### src/rtl/ahb_slave_mux_system.sv
// AHB-Lite data-phase response mux with integrated default slave (two-cycle ERROR).
// Optional error-address capture is built when AHB_SLAVEMUX_ERRCAPT_EN is defined.
module ahb_slave_mux_system (
  input  logic        HCLK,
  input  logic        HRESETn,
  input  logic        HSEL_RAM,
  input  logic        HSEL_APB,
  input  logic        HSEL_DefSlave,
  input  logic [1:0]  HTRANS,
  input  logic [31:0] HADDR,
  input  logic        HREADY,
  input  logic [31:0] HRDATA_RAM,
  input  logic        HREADYOUT_RAM,
  input  logic        HRESP_RAM,
  input  logic [31:0] HRDATA_APB,
  input  logic        HREADYOUT_APB,
  input  logic        HRESP_APB,
  output logic [31:0] HRDATA_MUX,
  output logic        HREADY_MUX,
  output logic        HRESP_MUX,
  input  logic        ERR_CLR,
  output logic        ERR_VALID,
  output logic [31:0] ERR_ADDR
);

  typedef enum logic [1:0] {DS_IDLE = 2'd0, DS_ERR1 = 2'd1, DS_ERR2 = 2'd2} ds_state_t;

  logic [2:0] sel_q;
  ds_state_t  ds_state, ds_next;
  logic       ds_ready, ds_resp;
  logic       accepted;

  assign accepted = HSEL_DefSlave & HTRANS[1] & HREADY;

  // One-hot {Def, APB, RAM}; frozen while the current data phase is stalled.
  always_ff @(posedge HCLK or negedge HRESETn) begin
    if (!HRESETn) begin
      sel_q <= 3'b100;
    end else if (HREADY) begin
      sel_q <= {HSEL_DefSlave, HSEL_APB, HSEL_RAM};
    end
  end

  always_ff @(posedge HCLK or negedge HRESETn) begin
    if (!HRESETn) begin
      ds_state <= DS_IDLE;
    end else begin
      ds_state <= ds_next;
    end
  end

  always_comb begin
    ds_next = DS_IDLE;
    case (ds_state)
      DS_IDLE: ds_next = accepted ? DS_ERR1 : DS_IDLE;
      DS_ERR1: ds_next = DS_ERR2;
      DS_ERR2: ds_next = accepted ? DS_ERR1 : DS_IDLE;
      default: ds_next = DS_IDLE;
    endcase
  end

  always_comb begin
    ds_ready = 1'b1;
    ds_resp  = 1'b0;
    case (ds_state)
      DS_ERR1: begin
        ds_ready = 1'b0;
        ds_resp  = 1'b1;
      end
      DS_ERR2: begin
        ds_ready = 1'b1;
        ds_resp  = 1'b1;
      end
      default: begin
        ds_ready = 1'b1;
        ds_resp  = 1'b0;
      end
    endcase
  end

  // Anything other than a clean RAM/APB one-hot falls back to the default slave.
  always_comb begin
    HRDATA_MUX = 32'h0;
    HREADY_MUX = ds_ready;
    HRESP_MUX  = ds_resp;
    case (sel_q)
      3'b001: begin
        HRDATA_MUX = HRDATA_RAM;
        HREADY_MUX = HREADYOUT_RAM;
        HRESP_MUX  = HRESP_RAM;
      end
      3'b010: begin
        HRDATA_MUX = HRDATA_APB;
        HREADY_MUX = HREADYOUT_APB;
        HRESP_MUX  = HRESP_APB;
      end
      default: begin
        HRDATA_MUX = 32'h0;
        HREADY_MUX = ds_ready;
        HRESP_MUX  = ds_resp;
      end
    endcase
  end

`ifdef AHB_SLAVEMUX_ERRCAPT_EN
  logic        err_valid_q;
  logic [31:0] err_addr_q;

  // A new capture beats a simultaneous clear.
  always_ff @(posedge HCLK or negedge HRESETn) begin
    if (!HRESETn) begin
      err_valid_q <= 1'b0;
      err_addr_q  <= 32'h0;
    end else if (accepted && (!err_valid_q || ERR_CLR)) begin
      err_valid_q <= 1'b1;
      err_addr_q  <= HADDR;
    end else if (ERR_CLR) begin
      err_valid_q <= 1'b0;
    end
  end

  assign ERR_VALID = err_valid_q;
  assign ERR_ADDR  = err_addr_q;

  logic unused_sig;
  assign unused_sig = HTRANS[0];
`else
  assign ERR_VALID = 1'b0;
  assign ERR_ADDR  = 32'h0;

  logic unused_sig;
  assign unused_sig = ^{HTRANS[0], HADDR, ERR_CLR};
`endif

endmodule

### config.mk
export PLATFORM = sky130hd
export DESIGN_NAME = ahb_slave_mux_system
export DESIGN_NICKNAME = d
export VERILOG_FILES = /design/src/rtl/ahb_slave_mux_system.sv
export SDC_FILE = /design/constraint.sdc
export NUM_CORES = 1
export LEC_CHECK = 0
export CAP_MARGIN = 20
export CORE_UTILIZATION = 25
export CTS_CLUSTER_DIAMETER = 80
export CTS_CLUSTER_SIZE = 25
export DETAILED_ROUTE_END_ITERATION = 6
export PLACE_DENSITY = 0.82
export SETUP_SLACK_MARGIN = 0.15
export SLEW_MARGIN = 10
export SYNTH_ARGS = -nofsm -noshare
export SYNTH_HDL_FRONTEND = slang
export SYNTH_SLANG_ARGS = --single-unit
### constraint.sdc
create_clock -name HCLK -period 1.8 [get_ports HCLK]
set_input_delay 0.45 -clock HCLK [delete_from_list [all_inputs] [get_ports HCLK]]
set_output_delay 0.45 -clock HCLK [all_outputs]
set_load 0.01 [all_outputs]
# Word level (Yosys, flattened, before mapping)
# Cells that the tools add are included.
# totals
ff_bits	5
latchBits	0
ram_bits	0
romBits	0
inputBits	109
output_inout_bits	67
elab_cells	18
mem_count	0
# classes
addsub	0
mul	0
div_mod_pow	0
order_cmp	0
n_eq_ne	4
shift	0
muxes	7
bitwise_logic	2
n_reduce_logical	3
# ops
operator	count
32-bit one-hot mux with 2 select lines	1
1-bit one-hot mux with 2 select lines	2
2-bit one-hot mux with 2 select lines	1
2-bit OR reduction	2
3-bit by 1-bit equality test with 1-bit output, second input constant	1
3-bit by 2-bit equality test with 1-bit output, second input constant	1
1-bit two-way mux	3
1-bit bitwise AND	2
2-bit by 1-bit equality test with 1-bit output, second input constant	1
2-bit equality test, second input constant	1
2-bit logical NOT	1

# Logic depth before layout (Yosys ltp)
# logic_depth
depth_word	4
ltp_mapped	5
mapped_depth_nobuf	5

# Worst setup path before layout
# Ideal clock, no wire load.
# synth_timing
kind	register to output
start	reg ds_state[0]
end	out HRESP_MUX
t_arrival_ns	1.292
required_ns	1.350
slack_ns	0.058
path_stages_with_launch	6
n_path_buf	0
cell_sequence	dfrtp_1 -> inv_1 -> ha_1 -> nor2b_1 -> o32ai_1 -> a211oi_1
# synth_via
elab_chain_cells	4
# synth_lines
element	line_no	text
from (decl)	29	ds_state_t ds_state, ds_next;
from (signal assigned)	48	ds_state <= ds_next;
2-bit equality test or 2-bit by 1-bit equality test with 1-bit output (tied branches)	65	case (ds_state)
2-bit OR reduction (no line) (*)	-	
1-bit two-way mux (*)	65	
1-bit one-hot mux with 2 select lines (*)	86	case (sel_q)
to (decl)	20	output logic HRESP_MUX,
# Every way passes the cells marked *; elsewhere a longest branch is shown, timed or not.

# Worst setup path after layout
# layout_timing
start	reg ds_state[1]
end	out HREADY_MUX
# layout_via
elab_chain_cells	3
# layout_lines
element	line_no	text
2-bit by 1-bit equality test with 1-bit output	65	
1-bit two-way mux	65	
1-bit one-hot mux with 2 select lines	86	
to (decl)	19	output logic HREADY_MUX,
# Every way passes these cells.

==> impl_metrics.tcl <==
set metrics [dict create \
    outcome "finished, violations left" \
    violations "negative setup slack" \
    ys_warn_count 0 \
    met1_length_um 1530 \
    cp-end-kind "output port" \
    n_antenna_cell 0 \
    topRoutingLayerUsed "met4" \
    cp.arrival_ns 1.51 \
    antenna_found_initial 0 \
    row_count 25 \
    via_per_inst 4.22 \
    dp_cells 319 \
    p_comb_share_pct 71.0 \
    p_int_mw 0.764 \
    finalHoldViolCount 0 \
    overflow 0 \
    place_area_um2 2390 \
    synth_top_area_share_pct 29.0 \
    finalPower_mw 1.19 \
    start_util_pct 26.7 \
    power.leakage_nw 1.14 \
    routed_wl_um 4230 \
    wl_per_cell_um 12.3 \
    fmax_mhz 511 \
    ys_ff_latch 5 \
    met2_length_um 2230 \
    netSwitchingFraction_pct 35.9 \
    yosys.area.top_type "a22oi_2" \
    p_clk_share_pct 17.9 \
    cts_tree "yes" \
    clock_latency_ns 0.23 \
    utilization_pct 54.1 \
    grt_max_degree 22 \
    start_kind "register" \
    avgSynthCellArea_um2 9.04 \
    period_needed_ns 1.96 \
    numPortBuffers 108 \
    grt_pass1_vias 1332 \
    core_area_um2 4850 \
    synth_seq_area_share_pct 9.78 \
    syn_to_final_growth_pct 103 \
    grt_use_total_pct 14.3 \
    netlist_top_cells_area "a22oi_2 (29%), buf_4 (21%), nor2_2 (15%)" \
    critPathRequiredTime_ns 1.35 \
    finalNonFillerCells 345 \
    die_width_um 73.9 \
    synthCells 143 \
    switching_power_mw 0.428 \
    drtIter0Drc 16 \
    grt_pass1_wl_um 5990 \
    power.share.sequential_pct 11.1 \
    dr_wl_met3_um 422 \
    h-tree-depth 1 \
    fin_worst_skew_ns 0.000638 \
    clock-root-buffer "clkbuf_8" \
    fin_crit_sh_pct 109 \
    vdd_drop_max_v 0.000391 \
    worstHoldPathType "in -> async" \
    drc 0 \
    powerDensity_nw_per_um2 454 \
    finalInstanceArea_um2 2630 \
    ioPinCount 176 \
    drv_cap 0 \
    setup_tns_ns -3.53 \
    dp_hpwl_um 3070 \
    drive_gt1_share_pct 53.6 \
    fillCellCount 458 \
    cts_buffers 3 \
    cts_buffer_depth 2 \
    antenna_left 0 \
    slew_viol_final 0 \
    nets 393 \
    setup_ws_ns -0.155 \
    dieArea_um2 5460 \
    die_h_um 73.9 \
    ys_types 26 \
    worst-path-max-fanout 3 \
    ctsHoldBuffers 0 \
    first_pass_iters 4 \
    rrSetupSlack_ns 0.60 \
    synth_area_um2 1290 \
    critPathKind "reg -> out" \
    vias 1455 \
    clk_pin_slew_ns 0.03 \
    setup_viol 34 \
    rsz0062_at_grt "true" \
    gp_congestion 0.738 \
    cts_sinks 5 \
]
## final cells by class
class / count / area [um^2] / share of cell area (%)
clock buffers: 4 / 45.0 / 1.72
flip-flops and latches: 5 / 126 / 4.81
multi-input cells: 122 / 976 / 37.2
repair buffers: 144 / 1380 / 52.7
well taps: 67 / 83.8 / 3.19
inverters: 3 / 11.3 / 0.429
## critical path, stage by stage (launching register included)
cell and delay [ns]:
dfrtp_1 0.38, inv_2 0.08, buf_4 0.11, ha_1 0.21
nor2_1 0.05, a31oi_1 0.17, o221ai_2 0.13, buf_2 0.15
## cells in the mapped netlist
library cell and count:
buf_4 36, clkbuf_1 3, inv_1 3, nand2_1 2, nor2b_1 3, nor2_2 30
a22oi_1 2, mux2_2 2, a211oi_1 1, a31oi_1 1, nor4b_1 1, buf_2 1
a2bb2oi_1 1, nor2b_2 1, o32ai_1 1, o21a_1 1, buf_12 3, a22oi_2 30
conb_1 1, o221ai_1 1, nor2_1 6, o21ai_0 1, dfstp_2 1, dfrtp_1 4
buf_6 2, ha_1 5
## timing repair
action,in CTS,in global routing
pin swaps,23,3
endpoints found under the hold margin,0,0
setup endpoints to repair,34,34
gates resized for setup,153,5
gates cloned,4,0
setup buffers,16,2
## power groups by stage
stage,clock network [mW],logic [mW],registers [mW]
detailed placement,0,0.746,0.135
CTS,0.223,0.835,0.132
global route,0.224,0.906,0.133
finish,0.213,0.847,0.132
floorplan,0,0.428,0.133
global placement,0,0.735,0.135
## layout by cell type (no fill, tap or decap)
| cell type | synthesis | layout |
|---|---|---|
| nor2b_4 | 0 | 3 |
| nand2_1 | 2 | 1 |
| nor2_1 | 6 | 6 |
| ha_4 | 0 | 1 |
| nor2b_1 | 3 | 1 |
| a2bb2oi_2 | 0 | 1 |
| inv_1 | 3 | 1 |
| a22oi_2 | 30 | 32 |
| dfstp_2 | 1 | 1 |
| a31oi_1 | 1 | 1 |
| buf_8 | 0 | 1 |
| o32ai_2 | 0 | 1 |
| buf_2 | 1 | 34 |
| o221ai_2 | 0 | 1 |
| buf_16 | 0 | 4 |
| mux2_2 | 2 | 2 |
| o21a_1 | 1 | 1 |
| a211oi_2 | 0 | 1 |
| nand2_2 | 0 | 1 |
| buf_4 | 36 | 17 |
| clkbuf_8 | 0 | 3 |
| clkbuf_1 | 3 | 1 |
| o21ai_0 | 1 | 1 |
| buf_12 | 3 | 7 |
| conb_1 | 1 | 33 |
| nor4b_1 | 1 | 1 |
| inv_2 | 0 | 2 |
| nor2_2 | 30 | 30 |
| buf_6 | 2 | 7 |
| clkdlybuf4s50_1 | 0 | 74 |
| ha_1 | 5 | 4 |
| dfrtp_1 | 4 | 4 |
## worst paths after layout
check                            start     endpoint  cells after the start
min                            HRESETn  ds_state[0]                      1
min in group HCLK          ds_state[0]  ds_state[1]                      2
max                        ds_state[1]   HREADY_MUX                      7
min reg2reg                ds_state[0]  ds_state[1]                      2
max reg2reg                ds_state[0]  ds_state[0]                      4
max in group asynchronous      HRESETn     sel_q[2]                      1
## per-stage QoR
stage / worst slack [ns] / hold WS, ns
6_report: -0.155 / 0.451
5_1_grt: -0.215 / 0.466
4_1_cts: -0.162 / 0.446
3_5_place_dp: -0.491 / 0.626
3_3_place_gp: -0.459 / 0.623
2_1_floorplan: 0.153 / 0.154
## flip-flops by register name (all words and copies together) (netlist names)
| name | flops |
|---|---|
| sel_q | 3 |
| ds_state | 2 |
## routing by layer
metal  vias up  global-route usage (%)
met4         0                    4.27
met3         7                    4.12
li1        705                       -
met1       664                    15.3
met2        79                    26.8
met5         -                       0
## cell families (layout without fill, tap and decap cells)
logic type               after synthesis  in the layout  synth area share, %
flip-flops                             5              5                 9.78
AND/OR/NAND/NOR                       43             43                 19.7
adder cells (fa/ha/maj)                5              5                 4.84
other                                  1             33                0.290
multiplexers                           2              2                 1.74
AO/OA/AOI/OAI                         39             39                 34.3
buffers and inverters                 48            151                 29.4
Power figures use the tool's default switching activity.
